### src/rtl/ttt_pkg.sv
// Shared definitions for the tic-tac-toe turn controller: cell encoding,
// controller states and a one-hot test used on the player cell selections.
package ttt_pkg;

    localparam int NUM_CELLS = 9;

    localparam logic [1:0] CELL_EMPTY = 2'b00;
    localparam logic [1:0] CELL_P1    = 2'b01;
    localparam logic [1:0] CELL_P2    = 2'b10;

    typedef enum logic [1:0] {
        ST_IDLE,
        ST_WAIT_MOVE,
        ST_COMMIT,
        ST_GAME_OVER
    } ctrl_state_t;

    // Zero-hot and multi-hot selections both count as malformed moves.
    function automatic logic is_one_hot(input logic [NUM_CELLS-1:0] v);
        return (v != '0) && ((v & (v - NUM_CELLS'(1))) == '0);
    endfunction

endpackage

### src/rtl/first_empty_cell.sv
// Priority encoder over the packed board: one-hot marker of the lowest-indexed
// empty cell (pos1 wins), plus a flag when no cell is empty.
module first_empty_cell
    import ttt_pkg::*;
(
    input  logic [2*NUM_CELLS-1:0] cells,
    output logic [NUM_CELLS-1:0]   first_empty,
    output logic                   none_empty
);

    logic [NUM_CELLS-1:0] empty_mask;

    for (genvar gi = 0; gi < NUM_CELLS; gi++) begin : g_empty
        assign empty_mask[gi] = (cells[2*gi +: 2] == CELL_EMPTY);
    end

    // Isolating the lowest set bit gives pos1 the highest priority.
    assign first_empty = empty_mask & ~(empty_mask - NUM_CELLS'(1));
    assign none_empty  = (empty_mask == '0);

endmodule

### src/rtl/move_commit_controller.sv
// Turn/board controller: owns the board feeding illegal_move_checker, gates the
// active player's selection to it, commits legal moves and auto-places on timeout.
module move_commit_controller
    import ttt_pkg::*;
#(
    parameter int TURN_CYCLES = 750000000,
    parameter int CNT_W       = $clog2(TURN_CYCLES)
) (
    input  logic       clk,
    input  logic       rst,
    input  logic       start,
    input  logic [8:0] player1_enabler,
    input  logic [8:0] player2_enabler,
    input  logic       confirm,
    input  logic       illegal,
    input  logic       win_detected,
    output logic [8:0] chk_p1_enabler,
    output logic [8:0] chk_p2_enabler,
    output logic [1:0] pos1,
    output logic [1:0] pos2,
    output logic [1:0] pos3,
    output logic [1:0] pos4,
    output logic [1:0] pos5,
    output logic [1:0] pos6,
    output logic [1:0] pos7,
    output logic [1:0] pos8,
    output logic [1:0] pos9,
    output logic       turn,
    output logic [3:0] moves_made,
    output logic       illegal_flag,
    output logic       timeout_flag,
    output logic       game_over,
    output logic       busy
);

    localparam logic [CNT_W-1:0] TIMER_LAST = CNT_W'(TURN_CYCLES - 1);

    ctrl_state_t                state_q, state_d;
    logic [2*NUM_CELLS-1:0]     board_q, board_d;
    logic                       turn_q, turn_d;
    logic [3:0]                 moves_q, moves_d;
    logic [CNT_W-1:0]           timer_q, timer_d;
    logic [NUM_CELLS-1:0]       cell_q, cell_d;
    logic                       illegal_flag_q, illegal_flag_d;
    logic                       timeout_flag_q, timeout_flag_d;

    logic [NUM_CELLS-1:0]       active_sel;
    logic [NUM_CELLS-1:0]       auto_cell;
    logic                       no_empty_cell;
    logic                       legal;
    logic                       timed_out;

    first_empty_cell u_first_empty (
        .cells       (board_q),
        .first_empty (auto_cell),
        .none_empty  (no_empty_cell)
    );

    assign active_sel = turn_q ? player2_enabler : player1_enabler;
    assign legal      = confirm && is_one_hot(active_sel) && !illegal;
    assign timed_out  = (timer_q == TIMER_LAST);

    always_comb begin
        state_d        = state_q;
        board_d        = board_q;
        turn_d         = turn_q;
        moves_d        = moves_q;
        timer_d        = timer_q;
        cell_d         = cell_q;
        illegal_flag_d = 1'b0;
        timeout_flag_d = 1'b0;

        case (state_q)
            ST_IDLE, ST_GAME_OVER: begin
                if (start) begin
                    board_d = '0;
                    turn_d  = 1'b0;
                    moves_d = 4'd0;
                    timer_d = '0;
                    state_d = ST_WAIT_MOVE;
                end
            end

            ST_WAIT_MOVE: begin
                if (win_detected) begin
                    state_d = ST_GAME_OVER;
                end else begin
                    timer_d = timed_out ? timer_q : timer_q + 1'b1;
                    if (legal) begin
                        cell_d  = active_sel;
                        state_d = ST_COMMIT;
                    end else begin
                        illegal_flag_d = confirm;
                        // A rejected confirm on the last cycle still lets the auto-placement through.
                        if (timed_out && !no_empty_cell) begin
                            cell_d         = auto_cell;
                            timeout_flag_d = 1'b1;
                            state_d        = ST_COMMIT;
                        end
                    end
                end
            end

            ST_COMMIT: begin
                for (int i = 0; i < NUM_CELLS; i++) begin
                    if (cell_q[i]) begin
                        board_d[2*i +: 2] = turn_q ? CELL_P2 : CELL_P1;
                    end
                end
                moves_d = moves_q + 4'd1;
                turn_d  = ~turn_q;
                timer_d = '0;
                state_d = (moves_q == 4'd8) ? ST_GAME_OVER : ST_WAIT_MOVE;
            end

            default: state_d = ST_IDLE;
        endcase
    end

    always_ff @(posedge clk or posedge rst) begin
        if (rst) begin
            state_q        <= ST_IDLE;
            board_q        <= '0;
            turn_q         <= 1'b0;
            moves_q        <= 4'd0;
            timer_q        <= '0;
            cell_q         <= '0;
            illegal_flag_q <= 1'b0;
            timeout_flag_q <= 1'b0;
        end else begin
            state_q        <= state_d;
            board_q        <= board_d;
            turn_q         <= turn_d;
            moves_q        <= moves_d;
            timer_q        <= timer_d;
            cell_q         <= cell_d;
            illegal_flag_q <= illegal_flag_d;
            timeout_flag_q <= timeout_flag_d;
        end
    end

    // The idle player's selection is masked so it can never provoke illegal.
    assign chk_p1_enabler = turn_q ? '0 : player1_enabler;
    assign chk_p2_enabler = turn_q ? player2_enabler : '0;

    assign pos1 = board_q[1:0];
    assign pos2 = board_q[3:2];
    assign pos3 = board_q[5:4];
    assign pos4 = board_q[7:6];
    assign pos5 = board_q[9:8];
    assign pos6 = board_q[11:10];
    assign pos7 = board_q[13:12];
    assign pos8 = board_q[15:14];
    assign pos9 = board_q[17:16];

    assign turn         = turn_q;
    assign moves_made   = moves_q;
    assign illegal_flag = illegal_flag_q;
    assign timeout_flag = timeout_flag_q;
    assign game_over    = (state_q == ST_GAME_OVER);
    assign busy         = (state_q == ST_WAIT_MOVE) || (state_q == ST_COMMIT);

endmodule

### config.mk
export PLATFORM = sky130hd
export DESIGN_NAME = move_commit_controller
export DESIGN_NICKNAME = d
export VERILOG_FILES = /design/src/rtl/ttt_pkg.sv /design/src/rtl/first_empty_cell.sv /design/src/rtl/move_commit_controller.sv
export SDC_FILE = /design/constraint.sdc
export NUM_CORES = 1
export LEC_CHECK = 0
export ABC_CLOCK_PERIOD_IN_PS = 4900
export CAP_MARGIN = 30
export CORE_ASPECT_RATIO = 1.1
export CORE_UTILIZATION = 50
export CTS_CLUSTER_DIAMETER = 80
export DETAILED_ROUTE_END_ITERATION = 12
export PLACE_DENSITY = 0.86
export SETUP_SLACK_MARGIN = 0.3
export SLEW_MARGIN = 30
export SYNTH_ARGS = -nofsm -noshare
export SYNTH_HDL_FRONTEND = slang
export SYNTH_SLANG_ARGS = --single-unit
### constraint.sdc
create_clock -name clk -period 4.9 [get_ports clk]
set_input_delay 0.735 -clock clk [delete_from_list [all_inputs] [get_ports clk]]
set_output_delay 0.735 -clock clk [all_outputs]
set_load 0.01 [all_outputs]
==> impl_results.md <==
- FF+latch count, synth: 66
- Cts repair resizes: 0
- Worst path most repeated cell: clkdlybuf4s50_1
- Clk_skew: 7.66 ps
- Final wirelength: around 11000 um
- CTS Hold Bufs: 0
- Sink Count: 66
- Setup Fix Bufs, Post-CTS: 0
- CTS Buf Count: 9
- CTS tree: yes
- NetSw: 0.000839 W
- Crit path max fanout: 4
- Minimum clock period: 2870 ps
- Delay of the slowest critical-path stage: 580 ps
- Final period util: 58.6%
- Yosys warns: 0
- Via density: 6.16
- Final hold violations: 0
- GPL Wtd Cong: 0.930
- Root Buffer Master: clkbuf_8
- Vias in the first global route: 3834
- Layout net count: 545
- Worst relative slew slack: a little under two fifths
- Synth unique cells: 60
- First-pass GRT wire length: about 18000 um
- Sequential share of the synthesized area: 39.6%
- Top-count cell post-synth: dfrtp_1
- Hpwl dp: between 7000 and 8000 um
- Pin count of the biggest net entering global routing: 36
- Status: completed
- H-tree depth: 3
- Clk pwr share: 23.1%
- Ys async rst share: 100%
- Slew Limit Fails: 0
- PD cells: between 300 and 400 nW/um2
- Avg Inst Size Synth: 9.23 um2
- Final ANT Viol Nets: 0
- DR pass1 iterations: 5
- Sw Share: 40.8%
- Die H: 97.8 um
- Setup TNS: 0 ps
- Synth top area share: 39.6%
- Top post-synthesis cells by count: 66 x dfrtp_1, 40 x nor2_1, 32 x nand2_1
- Worst-Margin Slew: 941 ps
- Antenna violations before repair: 0
- Core Region: ~8000 um2
- CTS Buffer Depth: 2
- Syn Nets: about 480
- Port Buffers: 68
- Hold WS: between 500 and 600 ps
- Main flop type after synthesis: dfrtp_1
- Die width: 89.1 um
- Average wire per standard cell: approximately 17 um
- Inst Count DP: 611
- Fillers: 660
- RSZ-0062 raised after global routing: no
- Int Power: roughly 0.0012 W
- Fmax: 0.348 GHz
- Worst-path cell chain: clkdlybuf4s50_1 > nor2b_1 > clkdlybuf4s50_1
- DRC viols: 0
- Initial core utilization: a little over half
- Critical path class: input port to primary output
- Max VDD drop: 246 uV
- Global-route usage over all layers: 26.6%
- Share of power burned in registers: 34.0%
- Layout area overhead: 23.6%
- Final worst setup slack: 2030 ps
- Share of cells above drive strength 1: 9.81%
- Layout Cells excl Fill: between 600 and 700
- Final setup violation count: 0
- Synth top area cells: dfrtp_1 40%, mux2_2 4.0%, a22o_1 3.8%
- Dpl ws: 1820 ps
- Post-synth EDFFs: 0
- Die area: 8720 um2
- Row count: 34
- Worst Path Required: 4160 ps
- LEAKAGE: 2.17 nW
- CP max-delay cell: clkdlybuf4s50_1
- Crit path DAT: 2140 ps
- Worst-path clk slew: around 70 ps
- Via count: 3867
- Worst setup EP type: primary output
- ANT cells: 0
- Top-Level Pins: 69
- Cell Area, Synth: 4170 um2
- Area of the multi-input gates: 2370 um2
- Yosys top cell by area: dfrtp_1
- Clk_lat worst skew: 340 ps
- Starting DRC count in detailed routing: between 200 and 300
- HP Class: register to register
- GR Overflow Total: 0
- Startpoint Class: input port
- Syn Inst Count: 452
- FF+latch area: about 1700 um2
- Gate power share: about 43%
- Max Cap Violations: 0
worst max-delay path, delay by kind of cell:
kind / cells / cell delay, ps
and+or+nand+nor: 1 / 260
buffers and inverters: 2 / 1140
routing by layer:
metal / GRT usage [%] / share of wire [%]
met1: 32.5 / 41
met5: 0 / 0
met3: 6.26 / 5.8
met2: 45.7 / 52
met4: 8.06 / 1.3
stage by stage:
| stage | area, um2 | util (%) | total power, W |
|---|---|---|---|
| floorplan | 4170 | - | 0.00125 |
| global route | 5160 | 64.5 | 0.00218 |
| detailed placement | 4940 | 61.7 | 0.00157 |
| finish | 5160 | 64.5 | 0.00206 |
| global placement | 4940 | 61.7 | 0.00154 |
| CTS | 5140 | 64.3 | 0.00205 |
registers in the layout, summed over array words and instances (netlist names):
signal / cells
illegal_flag: 1
moves_made: 4
state_q: 2
timeout_flag: 1
timer_q: 30
cell_q: 9
board_q: 18
turn: 1
power by group through the flow:
stage,Combinational [W],Clock (W),Sequential [W]
final,0.000883,0.000474,0.000699
after global routing,0.000960,0.000507,0.000710
after CTS,0.000856,0.000481,0.000709
after detailed placement,0.000854,0,0.000719
after global placement,0.000823,0,0.000713
after floorplan,0.000552,0,0.000695
final timing paths:
kind / depth (start not counted) / start / endpoint / slack (ps)
worst max-delay path: 3 / player1_enabler[6] / chk_p1_enabler[6] / 2030
worst min-delay path: 2 / board_q[16] / board_q[16] / 550
worst max register to register: 7 / state_q[0] / board_q[14] / 2070
worst min register to register: 2 / board_q[16] / board_q[16] / 550
max in group asynchronous: 3 / rst / illegal_flag / 3160
min in group asynchronous: 2 / rst / board_q[9] / 830
layout by cell type, fill, tap and decap left out, drive strengths merged, types with 6 or more instances in the layout:
master,instances
clkdlybuf4s50,68
dfrtp,66
nor2,40
nand2,32
o21ai,24
nand3,23
a22o,18
mux2,15
and3,14
and2,14
inv,14
a211oi,12
clkbuf,12
nor2b,11
nor3,11
xnor2,10
a21oi,9
nand2b,8
nand4,8
buf,8
mux2i,7
o221ai,7
nor4,6
o211ai,6
ha,6
and4,6
layout make-up:
class / count / share of cell area (%)
clock buffers: 12 / 3.01
clock inverters: 4 / 0.970
inverters: 14 / 1.02
multi-input cells: 348 / 45.9
flip-flops and latches: 66 / 32.0
well taps: 108 / 2.62
repair buffers: 76 / 14.5
cells by family after synthesis:
| group | count (synthesis) | synth area share [%] |
|---|---|---|
| AO/OA/AOI/OAI | 108 | 20.2 |
| multiplexers | 22 | 5.73 |
| XOR/XNOR | 15 | 3.15 |
| AND/OR/NAND/NOR | 197 | 25.7 |
| adder cells (fa/ha/maj) | 6 | 1.80 |
| buffers and inverters | 38 | 3.81 |
| flip-flops | 66 | 39.6 |
Note: power is estimated with default switching activity, not from simulation.
